File: config.mk
export PLATFORM = sky130hd
export DESIGN_NAME = wave_window_gen
export DESIGN_NICKNAME = d
export VERILOG_FILES = /design/src/rtl/wave_window_pkg.sv /design/src/rtl/wave_window_ch.sv /design/src/rtl/wave_window_gen.sv
export SDC_FILE = /design/constraint.sdc
export NUM_CORES = 1
export LEC_CHECK = 0
export CAP_MARGIN = 20
export CORE_AREA = 2 2 134 136
export DETAILED_ROUTE_END_ITERATION = 8
export DIE_AREA = 0 0 136 138
export PLACE_DENSITY = 0.8
export SLEW_MARGIN = 30
export SYNTH_ARGS = -nofsm -noshare
export SYNTH_HDL_FRONTEND = slang
export SYNTH_SLANG_ARGS = --single-unit
File: constraint.sdc
create_clock -name clk -period 5.5 [get_ports clk]
set_input_delay 0.825 -clock clk [delete_from_list [all_inputs] [get_ports clk]]
set_output_delay 0.825 -clock clk [all_outputs]
set_load 0.03 [all_outputs]
File: src/rtl/wave_window_pkg.sv
// Shared types for the waveform window generator: channel modes, FSM states,
// the default-width channel config record and the mode shaping helper.
package wave_window_pkg;

    localparam int DEF_CNT_W = 16;

    typedef enum logic [1:0] {
        OFF    = 2'd0,
        LEVEL  = 2'd1,
        STROBE = 2'd2,
        INVERT = 2'd3
    } wave_mode_e;

    typedef enum logic [1:0] {
        IDLE = 2'd0,
        RUN  = 2'd1,
        DONE = 2'd2
    } wave_state_e;

    typedef struct packed {
        logic [DEF_CNT_W-1:0] lo;
        logic [DEF_CNT_W-1:0] hi;
        wave_mode_e           mode;
    } ch_cfg_t;

    function automatic logic shape_wave(input wave_mode_e mode, input logic active,
                                        input logic phase);
        logic res;
        case (mode)
            LEVEL:   res = active;
            STROBE:  res = active & ~phase;
            INVERT:  res = ~active;
            default: res = 1'b0;
        endcase
        return res;
    endfunction

endpackage

File: src/rtl/wave_window_ch.sv
// One output channel: config register, inclusive window compare and mode shaping.
// WAVE_WINDOW_MIRROR_EN adds a second window mirrored about the frame centre.
module wave_window_ch
    import wave_window_pkg::*;
#(
    parameter int CNT_W     = 16
`ifdef WAVE_WINDOW_MIRROR_EN
    ,
    parameter int FRAME_LEN = 1000
`endif
) (
    input  logic             clk,
    input  logic             reset_n,
    input  logic             i_wr_en,
    input  logic [CNT_W-1:0] i_lo,
    input  logic [CNT_W-1:0] i_hi,
    input  logic [1:0]       i_mode,
    input  logic             i_run_n,
    input  logic             i_phase_n,
    input  logic [CNT_W-1:0] i_cnt_n,
    output logic             o_wave
);

    typedef struct packed {
        logic [CNT_W-1:0] lo;
        logic [CNT_W-1:0] hi;
        wave_mode_e       mode;
    } cfg_t;

`ifdef WAVE_WINDOW_MIRROR_EN
    localparam logic [CNT_W-1:0] LAST = CNT_W'(FRAME_LEN - 1);
`endif

    cfg_t r_cfg;
    cfg_t w_cfg_n;
    logic w_active;
    logic w_wave_n;
    logic r_wave;

    // The wave is evaluated against the post-edge config so a write that
    // coincides with run start already shapes the first RUN cycle.
    always_comb begin
        w_cfg_n = r_cfg;
        if (i_wr_en) begin
            w_cfg_n.lo   = i_lo;
            w_cfg_n.hi   = i_hi;
            w_cfg_n.mode = wave_mode_e'(i_mode);
        end
        w_active = (w_cfg_n.lo <= i_cnt_n) && (i_cnt_n <= w_cfg_n.hi);
`ifdef WAVE_WINDOW_MIRROR_EN
        if ((w_cfg_n.hi <= LAST) && (w_cfg_n.lo <= w_cfg_n.hi) &&
            ((LAST - w_cfg_n.hi) <= i_cnt_n) && (i_cnt_n <= (LAST - w_cfg_n.lo))) begin
            w_active = 1'b1;
        end
`endif
        w_wave_n = i_run_n & shape_wave(w_cfg_n.mode, w_active, i_phase_n);
    end

    always_ff @(posedge clk or negedge reset_n) begin
        if (!reset_n) begin
            r_cfg  <= '{lo: '0, hi: '0, mode: OFF};
            r_wave <= 1'b0;
        end else begin
            r_cfg  <= w_cfg_n;
            r_wave <= w_wave_n;
        end
    end

    assign o_wave = r_wave;

endmodule

File: src/rtl/wave_window_gen.sv
// Multi-channel waveform window generator: frame counter, run FSM and config port.
// Optional mirrored windows are enabled with WAVE_WINDOW_MIRROR_EN.
module wave_window_gen
    import wave_window_pkg::*;
#(
    parameter int N_CH      = 4,
    parameter int CNT_W     = 16,
    parameter int FRAME_LEN = 1000,
    localparam int CH_W     = (N_CH > 1) ? $clog2(N_CH) : 1
) (
    input  logic             clk,
    input  logic             reset_n,
    input  logic             start,
    input  logic             stop,
    input  logic [7:0]       num_frames,
    input  logic             cfg_valid,
    output logic             cfg_ready,
    input  logic [CH_W-1:0]  cfg_ch,
    input  logic [CNT_W-1:0] cfg_lo,
    input  logic [CNT_W-1:0] cfg_hi,
    input  logic [1:0]       cfg_mode,
    output logic [N_CH-1:0]  wave,
    output logic [CNT_W-1:0] frame_cnt,
    output logic             frame_done,
    output logic             busy,
    output logic             done,
    output logic [1:0]       o_dbg_state
);

    localparam logic [CNT_W-1:0] LAST = CNT_W'(FRAME_LEN - 1);

    wave_state_e      r_state, w_state_n;
    logic [CNT_W-1:0] r_cnt, w_cnt_n;
    logic [7:0]       r_left, w_left_n;
    logic             r_inf, w_inf_n;
    logic             r_phase, w_phase_n;
    logic             r_frame_done, r_busy, r_done, r_cfg_ready;
    logic             w_cfg_acc;
    logic             w_run_n;

    // Config handshake: a write transfers on any edge where cfg_valid and
    // cfg_ready are both high; cfg_ready is high exactly while IDLE.
    assign w_cfg_acc = cfg_valid && r_cfg_ready;
    assign w_run_n   = (w_state_n == RUN);

    always_comb begin
        w_state_n = r_state;
        w_cnt_n   = r_cnt;
        w_left_n  = r_left;
        w_inf_n   = r_inf;
        w_phase_n = r_phase;
        case (r_state)
            IDLE: begin
                if (start && !stop) begin
                    w_state_n = RUN;
                    w_cnt_n   = '0;
                    w_left_n  = num_frames;
                    w_inf_n   = (num_frames == 8'd0);
                    w_phase_n = 1'b0;
                end
            end
            RUN: begin
                if (stop) begin
                    w_state_n = IDLE;
                    w_cnt_n   = '0;
                end else begin
                    w_phase_n = ~r_phase;
                    if (r_cnt == LAST) begin
                        w_cnt_n = '0;
                        if (!r_inf) begin
                            if (r_left == 8'd1) w_state_n = DONE;
                            else                w_left_n  = r_left - 8'd1;
                        end
                    end else begin
                        w_cnt_n = r_cnt + CNT_W'(1);
                    end
                end
            end
            default: begin
                w_state_n = IDLE;
                w_cnt_n   = '0;
            end
        endcase
    end

    always_ff @(posedge clk or negedge reset_n) begin
        if (!reset_n) begin
            r_state      <= IDLE;
            r_cnt        <= '0;
            r_left       <= '0;
            r_inf        <= 1'b0;
            r_phase      <= 1'b0;
            r_frame_done <= 1'b0;
            r_busy       <= 1'b0;
            r_done       <= 1'b0;
            r_cfg_ready  <= 1'b1;
        end else begin
            r_state      <= w_state_n;
            r_cnt        <= w_cnt_n;
            r_left       <= w_left_n;
            r_inf        <= w_inf_n;
            r_phase      <= w_phase_n;
            r_frame_done <= w_run_n && (w_cnt_n == LAST);
            r_busy       <= w_run_n;
            r_done       <= (w_state_n == DONE);
            r_cfg_ready  <= (w_state_n == IDLE);
        end
    end

    for (genvar gi = 0; gi < N_CH; gi++) begin : g_ch
        wave_window_ch #(
            .CNT_W     (CNT_W)
`ifdef WAVE_WINDOW_MIRROR_EN
            ,
            .FRAME_LEN (FRAME_LEN)
`endif
        ) u_ch (
            .clk       (clk),
            .reset_n   (reset_n),
            .i_wr_en   (w_cfg_acc && (cfg_ch == CH_W'(gi))),
            .i_lo      (cfg_lo),
            .i_hi      (cfg_hi),
            .i_mode    (cfg_mode),
            .i_run_n   (w_run_n),
            .i_phase_n (w_phase_n),
            .i_cnt_n   (w_cnt_n),
            .o_wave    (wave[gi])
        );
    end

    assign frame_cnt   = r_cnt;
    assign frame_done  = r_frame_done;
    assign busy        = r_busy;
    assign done        = r_done;
    assign cfg_ready   = r_cfg_ready;
    assign o_dbg_state = r_state;

endmodule

# Word-level counts from Yosys, hierarchy flattened
# Cells that the tools add are included.
# classes
addsub,2
magnitude_cmp,8
eq_ne,26
mux,27
bitwise,14
n_reduce_logical,19
# ops
operator,count
2-to-1 mux 34 bit,4
less-or-equal comparator 16 bit,8
2-to-1 mux 16 bit,3
2-to-1 mux 8 bit,5
"equality test 16 x 10 -> 1 bit, second input constant",2
one-hot mux 16 bit (2 select lines),1
"equality test 2 bit, second input constant",11
"adder 16 x 1 -> 16 bit, second input constant",1
one-hot mux 8 bit (2 select lines),1
"equality test 2 x 1 -> 1 bit, second input constant",7
one-hot mux 1 bit (3 select lines),4
logical AND 1 bit,11
2-to-1 mux 2 bit,5
"inequality test 2 bit, second input constant",5
AND 1 bit,8
"equality test 8 x 1 -> 1 bit, second input constant",1
logical NOT 8 bit,1
"subtractor 8 x 1 -> 8 bit, second input constant",1
logical NOT 2 bit,3
NOT 1 bit,6
AND reduction 6 bit,1
one-hot mux 2 bit (2 select lines),1
2-to-1 mux 1 bit,2
one-hot mux 1 bit (2 select lines),1
other kinds (3),3
# totals
register_bits,172
out_inout_bits,26
elab_cells,121

# Logic depth before layout (Yosys ltp)
# logic_depth
ltp_word,9
ltp_mapped,18
ltp_nobuf,17

# Hierarchy
# From an unflattened synthesis, not the netlist that was laid out.
# hier_totals
hier_cells,985
area_unflattened_um2,10343.7
# modules_own_cells
mod,n_inst,cells_each,area_each_um2
wave_window_ch at g_ch[0].u_ch ...,3,190,2102.0
wave_window_ch at g_ch[1].u_ch,1,190,2114.5
wave_window_gen,1,225,1923.1

# Worst setup path before layout
# Ideal clock, no wire load.
# synth_timing
path_type,register to register
start,register r_cnt[0] (netlist: frame_cnt[0])
end,register g_ch[0].u_ch.r_wave
arrival_time_ns,4.745
required_ns,5.434
slack_ns,0.689
path_stages_with_launch,17
n_path_buf,2
period_less_slack_ns,4.811
path_cell_list,dfrtp_1 ha_1 nor4bb_1 nand4b_1 buf_2 nand2_1 clkbuf_1 o31ai_1 inv_1 ha_1 and4_1 nand2_1 or4_1 or4_1 o31a_1 or4b_1 nand2_1
# synth_between
elab_chain_cells,9
elab_cells_between_ends,17
# synth_rtl
element,line_no,source
from (decl),wave_window_gen.sv:33,"logic [CNT_W-1:0] r_cnt, w_cnt_n;"
from (signal assigned),wave_window_gen.sv:99,r_cnt <= w_cnt_n;
adder 16 x 1 -> 16 bit or equality test 16 x 10 -> 1 bit (tied branches),"wave_window_gen.sv:75, wave_window_gen.sv:68",
2-to-1 mux 16 bit (*),wave_window_gen.sv:68,if (r_cnt == LAST) begin
2-to-1 mux 16 bit (*),wave_window_gen.sv:63,if (stop) begin
one-hot mux 16 bit (2 select lines) (*),wave_window_gen.sv:52,case (r_state)
named net g_ch[0].u_ch.i_cnt_n[15],wave_window_ch.sv:20,"input logic [CNT_W-1:0] i_cnt_n,"
less-or-equal comparator 16 bit,wave_window_ch.sv:49,w_active = (w_cfg_n.lo <= i_cnt_n) && (i_cnt_n <= w_cfg_n.hi);
logical AND 1 bit (*),wave_window_ch.sv:49,
AND 1 bit or NOT 1 bit (tied branches),"wave_window_pkg.sv:31, wave_window_pkg.sv:32",
one-hot mux 1 bit (3 select lines) (*),wave_window_pkg.sv:29,case (mode)
AND 1 bit (*),wave_window_ch.sv:56,"w_wave_n = i_run_n & shape_wave(w_cfg_n.mode, w_active, i_phase_n);"
named net g_ch[0].u_ch.w_wave_n,wave_window_ch.sv:37,logic w_wave_n;
to (signal assigned),wave_window_ch.sv:65,r_wave <= w_wave_n;
to (decl),wave_window_ch.sv:38,logic r_wave;
# The timed path passes the listed nets; every way through them passes the cells marked *.
# A chain may end at the register's enable or synchronous reset.

# Worst setup path after layout
# layout_timing
start,register r_cnt[0] (netlist: frame_cnt[0])
end,register g_ch[3].u_ch.r_wave
# layout_between
elab_chain_cells,9
elab_cells_between_ends,17
# layout_rtl
element,line_no
adder 16 x 1 -> 16 bit or equality test 16 x 10 -> 1 bit (tied branches),"wave_window_gen.sv:75, wave_window_gen.sv:68"
2-to-1 mux 16 bit (*),wave_window_gen.sv:68
2-to-1 mux 16 bit (*),wave_window_gen.sv:63
one-hot mux 16 bit (2 select lines) (*),wave_window_gen.sv:52
named net g_ch[0].u_ch.i_cnt_n[14],wave_window_ch.sv:20
less-or-equal comparator 16 bit,wave_window_ch.sv:49
logical AND 1 bit (*),wave_window_ch.sv:49
AND 1 bit or NOT 1 bit (tied branches),"wave_window_pkg.sv:31, wave_window_pkg.sv:32"
one-hot mux 1 bit (3 select lines) (*),wave_window_pkg.sv:29
AND 1 bit (*),wave_window_ch.sv:56
named net g_ch[3].u_ch.w_wave_n,wave_window_ch.sv:37
to (signal assigned),wave_window_ch.sv:65
to (decl),wave_window_ch.sv:38
# Marked as above.

==> impl_metrics.toml <==
[outcome]
status = "completed"

[die]
die_w_um = 136
die_area_um2 = 18770
core_um2 = 17530
placementRows = 49
top_level_ports = 75
die_h_um = 138
start_util = 0.5812

[pwr]
swShare = 0.2971
power_frac_clock = 0.328
p_per_area_nw_per_um2 = 325.7
p_int_mw = 2.734
total_power_mw = 3.890
p_leak_nw = 5.859
netSwitchingPower_mw = 1.156
comb_power_share = 0.262
irDropWorstVdd_uv = 217.0
seq_power_share = 0.410

[route]
detail_route.wirelength_um = 25450
wl_per_cell_um = 19.77
drcViolationCount = 0
vias_per_cell = 6.142
drt_iter0_drc = 658
ant_nets = 0
drtPass1Iterations = 7
via_count = 7905

[clock_network]
h-tree-depth = 4
cts_setup_buffers = 0
cts_buffers = 17
clock_tree.buffer_depth = 2
post_cts_resized = 0
cts-root-buf = "clkbuf_16"
cts_tree = "built"
cts_hold_buf = 0
clock_latency_ns = 0.44
clk_pin_slew_ns = 0.06
cts_sinks = 172

[worst_setup_path]
start_kind = "flop"
crit_path_end_kind = "flop"
path_max_fanout = 16
r2r_start = "frame_cnt[0]"
cp_data_required_time_ns = 5.85
reg2reg_depth = 15
rrSetupSlack_ns = 0.68
arrival_ns = 5.17
r2r-end = "g_ch[3].u_ch.o_wave"
path_class = "reg -> reg"

[layout]
fillers = 1351
area_growth_pct = 17.19
drive_gt1_frac = 0.1285
antenna_cells = 0
multi_input_area_um2 = 5410
seqCellArea_um2 = 4305
final_nets = 1196

[yosys]
yosys.area.top_type_share = 0.4199
synth_edf_count = 0
postSynth.asyncResetShare = 1.000
syn_avg_cell_area_um2 = 10.62
ys_seq_area_frac = 0.4225
ys_warn_count = 0
syn-cell-area_um2 = 10190
yosys.area.top_type = "dfrtp_1"
synthTopCellsByArea = "dfrtp_1 42%, ha_1 13%, mux2_2 7.7%, mux2i_1 6.9%, inv_1 3.3%"
synth_nets = 1111
synthDistinctLibCells = 72
synthFlopType = "dfrtp_1"
synth.most_common_cell = "dfrtp_1"
syn_inst = 960
netlist_top_cells_count = "171 x dfrtp_1, 102 x ha_1, 90 x inv_1, 70 x mux2_2, 70 x mux2i_1"
synth.ff_latch_count = 172

[place]
dp_hpwl_um = 18870
dpl_worst_slack_ns = 0.4002
gp_congestion = 0.8879
io_buffers = 74

[global_route]
grt_antenna_before_repair = 0
grt_pass1_vias = 7942
grt.overflow.total = 0
grt_max_degree = 109
grtUsageTotal = 0.2872
grt_first_pass_wirelength_um = 41960

[timing]
fin_tns_setup_ns = 0
final.setup.worst_slack_ns = 0.6796
max_freq_ghz = 0.2075
setup_violations = 0
slew_headroom = 0.5187
period_needed_ns = 4.820
slew_viol_final = 0
rsz0062_at_grt = "false"
tightest_slew_ns = 0.7220
hold_violations = 0
finalClockSkew_ns = 0.007464
finalCritPeriodShare = 0.8764

[hold_path]
hold_class = "in -> async"

[flow_run]
cap_violations = 0
kinds of logic after synthesis:
family | Yosys count | share of synthesized area
AO/OA/AOI/OAI | 180 | 0.1206
AND/OR/NAND/NOR | 221 | 0.1195
XOR/XNOR | 16 | 0.01375
buffers and inverters | 125 | 0.04849
flip-flops | 172 | 0.4225
adder cells (fa/ha/maj) | 106 | 0.1292
multiplexers | 140 | 0.1461
cell usage in the layout (no fill, tap or decap), types with 14 or more instances in the layout:
master	netlist	routed
nor3_1	14	14
xnor2_1	16	16
a31oi_1	14	14
nand2_1	41	41
o21ai_0	29	29
ha_1	102	102
buf_4	5	21
nand3_1	30	30
mux2i_1	70	70
dfrtp_1	171	171
mux2_2	70	70
a21o_1	24	24
inv_1	90	90
clkdlybuf4s50_1	0	73
a21oi_1	41	41
nor2_1	43	43
clkbuf_16	0	17
final cells by class:
cell class                      count  area share
Tap cell                          229     0.02399
Timing Repair Buffer               98     0.08036
Multi-Input combinational cell    663      0.4530
Clock buffer                       23     0.04170
Inverter                           93     0.02923
Clock inverter                      9     0.01121
Sequential cell                   172      0.3605
worst max-delay path, cell delays in order, from the launching register on:
cell and delay (ns):
dfrtp_1 0.47, ha_1 0.32, nor4bb_1 0.25, nand4b_1 0.15, nand2_1 0.42, nor2b_1 0.08, o21ai_0 0.16, o31a_1 0.32
inv_1 0.21, ha_1 0.34, and4_1 0.20, nand2_1 0.12, or4b_1 0.60, or4b_1 0.62, a32oi_1 0.22, mux2i_1 0.24
metrics by stage:
| stage | hold WS (ns) | utilization | instances | area [µm²] |
|---|---|---|---|---|
| finish | 0.3670 | 0.6811 | 1287 | 11940 |
| floorplan | 0.4529 | - | 960 | 10190 |
| CTS | 0.3962 | 0.6809 | 1287 | 11940 |
| detailed placement | 0.4710 | 0.6449 | 1255 | 11310 |
| global route | 0.4213 | 0.6811 | 1287 | 11940 |
| global placement | 0.4687 | 0.6449 | 1255 | 11310 |
power by group through the flow:
stage          combinational, mW  sequential [mW]  clock (mW)
4_1_cts                     1.01             1.59        1.29
3_5_place_dp               0.996             1.61           0
6_report                    1.02             1.59        1.28
3_3_place_gp               0.961             1.60           0
2_1_floorplan              0.705             1.59           0
5_1_grt                     1.15             1.62        1.34
registers in the layout, indices dropped and copies added (netlist names):
signal / flops
g_ch.u_ch.r_cfg: 136
frame_cnt: 16
r_left: 8
g_ch.u_ch.o_wave: 4
o_dbg_state: 2
busy: 1
cfg_ready: 1
done: 1
frame_done: 1
r_inf: 1
r_phase: 1
worst max-delay path by stage:
stage,start,to,depth (start not counted)
finish,frame_cnt[0],g_ch[3].u_ch.o_wave,15
global route,frame_cnt[0],g_ch[0].u_ch.o_wave,15
CTS,frame_cnt[0],g_ch[3].u_ch.o_wave,15
detailed placement,stop,g_ch[0].u_ch.o_wave,15
global placement,stop,g_ch[0].u_ch.o_wave,15
floorplan,frame_cnt[0],g_ch[0].u_ch.o_wave,16
per-layer routing:
layer  vias up  GRT usage  part of all wire
li1       3691          -                 -
met1      3939     0.3877              0.44
met2       220     0.4642              0.48
met3        55    0.04987             0.046
met4         0     0.1075             0.032
met5         -          0                 0
Power figures use the tool's default switching activity.
